--- src/rtl/mem_wb_stage.sv ---
// MEM/WB pipeline register with load alignment/extension, writeback select,
// cache-stall bubble insertion, stall-cycle counter and stall watchdog.
module mem_wb_stage #(
    parameter int DATA_WIDTH   = 32,
    parameter int EXTEND_LOADS = 1,
    parameter int STALL_LIMIT  = 64,
    parameter int CNT_WIDTH    = 32
) (
    input  logic                  clk,
    input  logic                  rst,
    input  logic                  RegWriteM,
    input  logic [1:0]            ResultSrcM,
    input  logic [DATA_WIDTH-1:0] ReadDataM,
    input  logic [DATA_WIDTH-1:0] ALUResultM,
    input  logic [DATA_WIDTH-1:0] PCPlus4M,
    input  logic [4:0]            RdM,
    input  logic [2:0]            funct3M,
    input  logic                  cache_busy,
    output logic                  RegWriteW,
    output logic [4:0]            RdW,
    output logic [DATA_WIDTH-1:0] ResultW,
    output logic                  misaligned_load,
    output logic                  stall_timeout,
    output logic [CNT_WIDTH-1:0]  stall_cycles
);

    localparam int RUN_W = $clog2(STALL_LIMIT + 1);

    typedef enum logic {RUN, WAIT} state_t;

    state_t                  state_q, state_d;
    logic                    capture;
    logic [RUN_W-1:0]        busy_run, busy_run_next;
    logic [DATA_WIDTH-1:0]   load_data, result_sel;
    logic [1:0]              off;
    logic                    misaligned;

    function automatic logic [DATA_WIDTH-1:0] extend_load(
        input logic [DATA_WIDTH-1:0] raw,
        input logic [2:0]            f3,
        input logic [1:0]            a
    );
        logic signed [7:0]  b;
        logic signed [15:0] h;
        b = raw[{a, 3'b000} +: 8];
        h = raw[{a[1], 4'b0000} +: 16];
        case (f3)
            3'b000:  return DATA_WIDTH'(b);
            3'b100:  return DATA_WIDTH'($unsigned(b));
            3'b001:  return DATA_WIDTH'(h);
            3'b101:  return DATA_WIDTH'($unsigned(h));
            default: return raw;
        endcase
    endfunction

    function automatic logic [CNT_WIDTH-1:0] sat_inc_cnt(input logic [CNT_WIDTH-1:0] v);
        return (&v) ? v : v + CNT_WIDTH'(1);
    endfunction

    function automatic logic [RUN_W-1:0] sat_inc_run(input logic [RUN_W-1:0] v);
        return (v >= RUN_W'(STALL_LIMIT)) ? RUN_W'(STALL_LIMIT) : v + RUN_W'(1);
    endfunction

    assign off           = ALUResultM[1:0];
    assign busy_run_next = cache_busy ? sat_inc_run(busy_run) : '0;

    // Alignment only matters when the memory returns a raw word.
    always_comb begin
        load_data  = ReadDataM;
        misaligned = 1'b0;
        if (EXTEND_LOADS != 0) begin
            load_data  = extend_load(ReadDataM, funct3M, off);
            misaligned = (ResultSrcM == 2'b01) && RegWriteM &&
                         (((funct3M[1:0] == 2'b01) && off[0]) ||
                          ((funct3M == 3'b010) && (off != 2'b00)));
        end
    end

    always_comb begin
        case (ResultSrcM)
            2'b00:   result_sel = ALUResultM;
            2'b01:   result_sel = load_data;
            2'b10:   result_sel = PCPlus4M;
            default: result_sel = '0;
        endcase
    end

    always_comb begin
        state_d = state_q;
        capture = 1'b0;
        case (state_q)
            RUN:     if (cache_busy) state_d = WAIT;
                     else            capture = 1'b1;
            WAIT:    if (!cache_busy) begin
                         state_d = RUN;
                         capture = 1'b1;
                     end
            default: state_d = RUN;
        endcase
    end

    // MEM -> WB register boundary
    always_ff @(posedge clk or posedge rst) begin
        if (rst) begin
            state_q         <= RUN;
            busy_run        <= '0;
            stall_timeout   <= 1'b0;
            stall_cycles    <= '0;
            RegWriteW       <= 1'b0;
            RdW             <= '0;
            ResultW         <= '0;
            misaligned_load <= 1'b0;
        end else begin
            state_q  <= state_d;
            busy_run <= busy_run_next;
            if (cache_busy)
                stall_cycles <= sat_inc_cnt(stall_cycles);
            if (busy_run_next == RUN_W'(STALL_LIMIT))
                stall_timeout <= 1'b1;
            if (capture) begin
                RegWriteW       <= RegWriteM && (RdM != 5'd0) && !misaligned;
                RdW             <= RdM;
                ResultW         <= result_sel;
                misaligned_load <= misaligned;
            end else begin
                RegWriteW       <= 1'b0;
                RdW             <= '0;
                ResultW         <= '0;
                misaligned_load <= 1'b0;
            end
        end
    end

endmodule

--- config.mk ---
export PLATFORM = sky130hd
export DESIGN_NAME = mem_wb_stage
export DESIGN_NICKNAME = d
export VERILOG_FILES = /design/src/rtl/mem_wb_stage.sv
export SDC_FILE = /design/constraint.sdc
export NUM_CORES = 1
export LEC_CHECK = 0
export CORE_MARGIN = 1.5
export CORE_UTILIZATION = 43
export DETAILED_ROUTE_END_ITERATION = 10
export PLACE_DENSITY = 0.81
export SYNTH_ARGS = -nofsm -noshare
export SYNTH_HDL_FRONTEND = slang
export SYNTH_SLANG_ARGS = --single-unit
--- constraint.sdc ---
create_clock -name clk -period 2.9 [get_ports clk]
set_input_delay 0.58 -clock clk [delete_from_list [all_inputs] [get_ports clk]]
set_output_delay 0.58 -clock clk [all_outputs]
set_load 0.1 [all_outputs]
Word level (Yosys, flattened, before mapping)
Cells that the tools add are included.
{"block": "word_totals", "inputBits": 110, "output_inout_bits": 72, "reg_bits": 79}
{"block": "op_classes", "shifts": 2, "n_bitwise": 1, "order_cmp": 1, "reduce_logical": 14, "n_eq_ne": 8, "mux": 8, "n_addsub": 2}
{"op": "32-bit one-hot mux with 4 select lines", "count": 1}
{"op": "32-bit one-hot mux with 3 select lines", "count": 1}
{"op": "32-bit by 1-bit adder with 32-bit output, second input constant", "count": 1}
{"op": "32-bit two-way mux", "count": 1}
{"op": "32-bit AND reduction", "count": 1}
{"op": "32-bit by 6-bit indexed part select with 16-bit output", "count": 1}
{"op": "32-bit by 6-bit indexed part select with 8-bit output", "count": 1}
{"op": "7-bit two-way mux", "count": 2}
{"op": "7-bit by 1-bit adder with 7-bit output, second input constant", "count": 1}
{"op": "7-bit equality test, second input constant", "count": 1}
{"op": "7-bit >= comparator, second input constant", "count": 1}
{"op": "3-bit equality test, second input constant", "count": 2}
{"op": "1-bit logical AND", "count": 6}
{"op": "5-bit two-way mux", "count": 1}
{"op": "5-bit nonzero test", "count": 1}
{"op": "2-bit by 1-bit equality test with 1-bit output, second input constant", "count": 2}
{"op": "3-bit by 1-bit equality test with 1-bit output, second input constant", "count": 1}
{"op": "3-bit by 2-bit equality test with 1-bit output, second input constant", "count": 1}
{"op": "3-bit zero test", "count": 1}
{"op": "2-bit equality test, second input constant", "count": 1}
{"op": "2-bit zero test", "count": 1}
{"op": "1-bit two-way mux", "count": 2}
{"op": "2-bit AND reduction", "count": 1}
{"op": "2-bit nonzero test", "count": 1}
{"op": "other kinds (3)", "count": 3}

Depth between registers and ports, before layout
Gate-level depths: netlist of the first run.
{"block": "logic_depth", "depth_word": 7, "depth_mapped": 8}

Worst setup path after synthesis of the first run
Ideal clock, no wire load.
{"block": "synth_timing", "path_type": "register to register", "startpoint": "reg stall_cycles[26]", "endpoint": "reg stall_cycles[1]", "t_arrival_ps": 2388, "setup_ps": 128, "synth_period_minus_slack_ps": 2516, "path_stages_with_launch": 6, "path_slack_ps": 384, "required_ps": 2772, "path_cell_list": "dfrtp_1 -> nand4_1 -> nor4_4 -> a31o_1 -> buf_6 -> mux2_1"}
{"block": "synth_via", "elab_chain_len": 3}
{"item": "from (decl)", "line": "24", "rtl": "output logic [CNT_WIDTH-1:0] stall_cycles"}
{"item": "from (signal assigned)", "line": "117", "rtl": "stall_cycles <= sat_inc_cnt(stall_cycles);"}
{"item": "32-bit AND reduction", "line": "57", "rtl": "return (&v) ? v : v + CNT_WIDTH'(1);"}
{"item": "1-bit inverter (no source line)"}
{"item": "2-bit AND reduction (no source line)"}
No other way between the ends.
A chain may end at the register's enable or synchronous reset.

Worst setup path in the final report of the first run
{"block": "layout_timing", "startpoint": "in ALUResultM[0]", "endpoint": "reg ResultW[19]"}
{"block": "layout_via", "elab_chain_len": 4}
{"item": "from (decl)", "line": "14", "rtl": "input logic [DATA_WIDTH-1:0] ALUResultM,"}
{"item": "32-bit by 6-bit indexed part select with 8-bit output", "line": "45", "rtl": "b = raw[{a, 3'b000} +: 8];"}
{"item": "32-bit one-hot mux with 4 select lines", "line": "47", "rtl": "case (f3)"}
{"item": "32-bit one-hot mux with 3 select lines", "line": "80", "rtl": "case (ResultSrcM)"}
{"item": "32-bit two-way mux", "line": "120", "rtl": "if (capture) begin"}
{"item": "to (signal assigned)", "line": "123", "rtl": "ResultW <= result_sel;"}
{"item": "to (decl)", "line": "21", "rtl": "output logic [DATA_WIDTH-1:0] ResultW,"}
No other way between the ends.

==> summary.md, run 1 <==
| Metric | Value |
|---|---|
| Resized Gates After CTS | 0 |
| Seq/Total Area, Yosys | between 40% and 50% |
| CTS Buf Count | 9 |
| Die Footprint | ~11000 µm² |
| Power per Cell Area | 604 nW/µm² |
| Unique masters post-synth | between 50 and 60 |
| EDFF count, synth | 0 |
| Max incr delay on CP | around 0.7 ns |
| Post-synthesis adder-cell area fraction | less than 1% |
| Status | finished clean |
| H-tree Lvls | 3 |
| Cell count after synthesis | 403 |
| Clock Skews | around 0.010 ns |
| Seq cells post-synth | 79 |
| CTS max path bufs | 2 |
| Vias in the first global route | a little under 4000 |
| Syn_nets | ~520 |
| RSZ-0062 raised after global routing | false |
| Number of remaining DRC errors | 0 |
| Largest net degree at the start of global routing | 52 |
| Simple-gate share of the synthesized area | 17.3% |
| Final period util | 78.6% |
| CP Capture Point | ResultW[19] |
| CTS clock-pin slew for the worst setup and hold paths | approximately 0.08 ns |
| Synth async-reset ratio | 100% |
| Crit path from | ALUResultM[0] |
| Root buf cell | clkbuf_8 |
| Slowest CP cell | clkdlybuf4s50_1 |
| Ant. Diodes | 0 |
| Layout cells sized above 1 | around a quarter |
| P_leak | around 2.8 nW |
| Yosys top cell area share | between 40% and 50% |
| Die width | 103 µm |
| R2R cell count | 5 |
| Ys Warns | 0 |
| Initial Util | about 44% |
| Slew @ Worst Pin | between 0.9 and 1 ns |
| # IOs | 182 |
| Area leader, netlist | dfrtp_1 |
| CTS tree | done |
| FF-to-FF setup slack | ~0.80 ns |
| Ys flop type | dfrtp_1 |
| Final setup vio count | 0 |
| Count leader, synth | dfrtp_1 |
| Hold_buf cts | 0 |
| Achievable Freq | 439 MHz |
| Die Ht | slightly above 100 µm |
| Skew-Pair Late Insertion Delay | about 0.34 ns |
| Worst path top cell family by delay | buffers and inverters |
| Post-Syn Area | around 4300 µm² |
| # clock sinks | slightly below 80 |
| Fin. max-slew vios | 0 |
| Reg-to-Reg End | stall_cycles[1] |
| Synth-to-Final Area Change | 47.0% |
| Iter 0 DRT Violations | 194 |
| Gpl congestion | about 0.92 |
| Detail Route Antenna Nets | 0 |
| I/O Buffers | about 180 |
| Fin crit period | 2.28 ns |
| Max Cap Viol | 0 |
| DR vias/cell | approximately 5.6 |
| Class of the tightest hold or removal check | reg2reg |
| Crit path DAT | between 2 and 3 ns |
| DR pass1 iterations | 5 |
| CP endpoint kind | register |
| Global-route wire length before repair | a little under 20000 µm |
| WS Path Type | in2reg |
| Drt wl/cell | about 18 µm |
| Post-route insts no fill | 721 |
| Setup bufs post-CTS | 0 |
| Crit path max fanout | 16 |
| Largest cells by area after synthesis | dfrtp_1 46%, mux2_2 6.3%, xor2_1 4.1%, mux2i_1 4.0%, a221o_1 3.7% |
| CP Depth | 5 |
| Post-synthesis compound-gate area fraction | between 10% and 20% |
| Worst vdd ir | roughly 0.47 mV |
| Initial antenna violation count | 0 |
| Syn avg cell area | between 10 and 15 µm² |
| Setup TNS | 0 ns |
| DP HPWL | ~10000 µm |
| Fraction of synthesized cell area in xor and xnor cells | under 10% |
| Routed WL | between 10000 and 15000 µm |
| Synth cell count leaders | 79 x dfrtp_1, 36 x nor2_1, 24 x mux2_2 |
| Required time worst endpoint | 3.17 ns |
| Mux share of post-synthesis cell area | between 10% and 20% |
| Largest family of logic cells by synthesized area | simple AND/OR/NAND/NOR gates |
| Core area | slightly below 10000 µm² |
| Vias | around 4000 |
| CP Cell Sequence | clkdlybuf4s50_1 > mux4_2 > mux2i_2 > nor4b_4 > a221o_1 |
| Core Rows | 36 |
| Placed Cells | a little over 700 |
| Critical path buffer and inverter count | 1 |
| Setup crit start kind | input pin |
| Max transition margin | 33.3% |
| Layout Nets | roughly 700 |
| Global route overflow | 0 |
| Fin. Hold Viols | 0 |
| R2R Path Start | stall_cycles[21] |
| GRT Total Usage | 24.8% |
-- cell usage in the layout (no fill, tap or decap), types with 13 or more instances in the layout --
master	netlist	layout
nand3_1	13	13
a221o_1	16	16
a21oi_1	13	13
nor2_1	36	36
buf_4	0	83
mux2i_1	17	17
o22ai_1	13	13
xor2_1	20	20
nand2_1	19	19
mux2_2	24	24
dfrtp_1	79	79
clkdlybuf4s50_1	0	108
-- layout make-up --
| cell class | instances | area, µm² |
|---|---|---|
| fillers | 805 | 3420 |
| multi-input cells | 290 | 2160 |
| flip-flops and latches | 79 | 1980 |
| repair buffers | 193 | 1730 |
| well taps | 133 | 166 |
| clock buffers | 10 | 138 |
| clock inverters | 4 | 95.1 |
| inverters | 12 | 46.3 |
-- worst min path at each step --
stage | from | endpoint | slack, ns | depth (start not counted)
after floorplan | busy_run[0] | busy_run[0] | 0.48 | 1
after detailed placement | stall_timeout | stall_timeout | 0.47 | 1
after global routing | stall_cycles[4] | stall_cycles[4] | 0.51 | 1
after global placement | stall_timeout | stall_timeout | 0.47 | 1
final | stall_timeout | stall_timeout | 0.49 | 1
after CTS | stall_timeout | stall_timeout | 0.49 | 1
-- flip-flops by register name, indices dropped and copies added (netlist names) --
name / cells
busy_run: 7
stall_cycles: 32
misaligned_load: 1
stall_timeout: 1
ResultW: 32
RdW: 5
RegWriteW: 1
-- kinds of logic (layout without fill, tap and decap cells) --
group,Yosys count,after routing
AO/OA/AOI/OAI,79,79
XOR/XNOR,31,31
AND/OR/NAND/NOR,132,132
buffers and inverters,34,219
adder cells (fa/ha/maj),3,3
flip-flops,79,79
multiplexers,45,45
-- metal layers --
layer	up-vias	global-route usage (%)	wire, µm
met3	29	6.31	894
met5	-	0	0
met4	0	9.15	371
li1	1857	-	-
met1	1925	29.7	4970
met2	197	43.1	6560
-- where the power goes --
part	total [W]	internal [W]	switching [W]	leakage [nW]
clock network	0.000968	0.000585	0.000383	0.118
logic	0.00153	0.000427	0.00110	1.68
registers	0.00132	0.00121	0.000106	1.02
-- metrics by stage --
stage	power, W	utilization (%)	worst slack [ns]	instance area (µm²)	hold WS (ns)
after floorplan	0.00242	-	0.297	4290	0.475
after global placement	0.00285	62.5	0.337	6080	0.471
after detailed placement	0.00286	62.5	0.258	6080	0.470
after CTS	0.00383	64.9	0.624	6310	0.488
after global routing	0.00396	64.9	0.545	6310	0.509
final	0.00381	64.9	0.621	6310	0.489
-- worst register-to-register path, cell delays in order, from the launching register on --
cell and delay [ns]:
dfrtp_1 0.47, nand4_1 0.26, nor4_4 0.21, buf_4 0.21, a31o_1 0.48, mux2_1 0.37
Note: power is estimated with default switching activity, not from simulation.
==> run 2: changes to the inputs <==
==> constraint.sdc (replaced) <==
create_clock -name clk -period 2.1 [get_ports clk]
set_input_delay 0.42 -clock clk [delete_from_list [all_inputs] [get_ports clk]]
set_output_delay 0.42 -clock clk [all_outputs]
set_load 0.1 [all_outputs]
==> summary.md, run 2 (synthesis gave the netlist of run 1 again) <==
| Metric | Value |
|---|---|
| Status | finished clean |
| Ant. Diodes | 0 |
| Required time worst endpoint | approximately 2.3 ns |
| Routed WL | 13000 µm |
| RSZ-0062 raised after global routing | false |
| Pwr Total | just over 0.005 W |
| P_leak | around 2.9 nW |
| Max transition margin | between 30 and 40% |
| Initial Util | between 40% and 50% |
| Detail Route Antenna Nets | 0 |
| Layout cells sized above 1 | between 30% and 40% |
| Global route overflow | 0 |
| Fin crit period | a little over 2 ns |
| DR pass1 iterations | 4 |
| Critical path buffer and inverter count | 2 |
| GRT Total Usage | between 20% and 30% |
| Synth-to-Final Area Change | 51.8% |
| Gpl congestion | ~0.9 |
| Power per Cell Area | roughly 780 nW/µm² |
| Max Cap Viol | 0 |
| Setup crit start kind | input pin |
| Hold WS | approximately 0.41 ns |
| Die width | slightly above 100 µm |
| Slowest CP cell | mux4_2 |
| Placed Cells | slightly above 700 |
| Iter 0 DRT Violations | 180 |
| DP HPWL | around 11000 µm |
| CP endpoint kind | register |
| Drt wl/cell | between 15 and 20 µm |
| Clock power share | roughly 22% |
| Post-route insts no fill | 745 |
| H-tree Lvls | 3 |
| Fin. max-slew vios | 0 |
| Switching Share | a little over two fifths |
| Layout Nets | between 700 and 800 |
| Vias | 4057 |
| Vias in the first global route | 4031 |
| Core Rows | 36 |
| Root buf cell | clkbuf_8 |
| Worst path top cell family by delay | multiplexers |
| Skew-Pair Late Insertion Delay | around 0.35 ns |
| Power share of the sequential group | between 30 and 40% |
| Max incr delay on CP | about 0.57 ns |
| Crit path max fanout | 9 |
| Internal | roughly 0.0029 W |
| Hold_buf cts | 0 |
| CTS clock-pin slew for the worst setup and hold paths | around 0.080 ns |
| Number of remaining DRC errors | 0 |
| Slew @ Worst Pin | 0.941 ns |
| Biggest regs | ResultW: 32 flops, stall_cycles: 32 flops, busy_run: 7 flops |
| Fin. Hold Viols | 0 |
| Core area | 9730 µm² |
| Global-route wire length before repair | just under 20000 µm |
| Initial antenna violation count | 0 |
| CP Cell Sequence | clkdlybuf4s50_1 > mux4_2 > mux2i_2 > nor4b_4 > buf_4 > a221o_1 |
| Class of the tightest hold or removal check | in2async |
| # clock sinks | 79 |
| Final period util | 98.8% |
| Most frequent cells in the layout | 108 x clkdlybuf4s50_1, 104 x buf_4, 47 x dfrtp_1 |
| Worst vdd ir | 0.752 mV |
| I/O Buffers | around 180 |
| Crit path DAT | about 2.3 ns |
| Die Footprint | roughly 11000 µm² |
| Largest net degree at the start of global routing | 40 |
| Most common cell after layout, fill and taps aside | clkdlybuf4s50_1 |
| Clock Skews | 0.00615 ns |
| Switching Power | around 0.0022 W |
| # IOs | about 180 |
| Comb power frac | 42.0% |
| WS Path Type | in2reg |
| Die Ht | a little over 100 µm |
| DR vias/cell | ~5.4 |
| CTS Buf Count | 9 |
| Achievable Freq | between 400 and 500 MHz |
| CTS max path bufs | 2 |
| Final setup vio count | 0 |
| CTS tree | done |
run 2: changes by cell type in the layout (fill, tap and decap cells not counted), sizes merged:
cell      before  now
buf           85  107
clkinvlp       0    3
bufinv         3    1
clkbuf        10   11
run 2: path summary, 6_finish.rpt:
| path | from | endpoint | slack [ns] | cells after the start |
|---|---|---|---|---|
| min in group clk | ResultSrcM[1] | ResultW[1] | 0.47 | 4 |
| setup / recovery | ALUResultM[1] | ResultW[24] | 0.02 | 6 |
| setup reg to reg | stall_cycles[2] | stall_cycles[24] | 0.13 | 5 |
| hold reg to reg | stall_cycles[0] | stall_cycles[0] | 0.50 | 1 |
| max in group asynchronous | rst | ResultW[31] | 1.08 | 3 |
| hold / removal | rst | busy_run[2] | 0.41 | 2 |
run 2: power by group through the flow:
stage / Combinational [W] / Clock [W] / Sequential (W)
final: 0.00214 / 0.00109 / 0.00186
after CTS: 0.00214 / 0.00111 / 0.00186
after detailed placement: 0.00214 / 0 / 0.00189
after floorplan: 0.000429 / 0 / 0.00295
after global routing: 0.00224 / 0.00117 / 0.00189
after global placement: 0.00212 / 0 / 0.00189
run 2: through the flow:
stage / area, µm² / TNS, ns / util [%] / setup slack (ns)
5_1_grt: 6520 / 0 / 67.0 / 0.0125
3_3_place_gp: 6310 / -4.87 / 64.9 / -0.211
3_5_place_dp: 6310 / -6.49 / 64.9 / -0.279
6_report: 6520 / 0 / 67.0 / 0.0248
4_1_cts: 6500 / 0 / 66.8 / 0.0802
2_1_floorplan: 4370 / -0.0889 / - / -0.0788
run 2: layout make-up:
class | instances | area (µm²)
Clock inverter | 5 | 58.8
Fill cell | 784 | 3210
Clock buffer | 11 | 131
Tap cell | 133 | 166
Multi-Input combinational cell | 290 | 2150
Sequential cell | 79 | 2050
Inverter | 12 | 48.8
Timing Repair Buffer | 215 | 1910
run 2: timing repair:
item / CTS / global route
gates resized for setup: 0 / 0
endpoints found under the hold margin: 0 / 0
setup endpoints to repair: 0 / 16
buffers inserted: 0 / 2
run 2: per-layer routing:
layer | part of all wire, % | up-vias | GRT usage, %
li1 | - | 1898 | -
met1 | 38 | 1944 | 29.9
met2 | 53 | 196 | 44.9
met3 | 7.1 | 19 | 4.14
met4 | 1.9 | 0 | 8.73
met5 | 0 | - | 0
run 2: worst reg2reg max path: stages (launching register included):
cell     delay (ns)
dfrtp_4        0.44
and3_1         0.36
and4_4         0.34
nand3_1        0.17
nor3_1         0.21
mux2_2         0.35
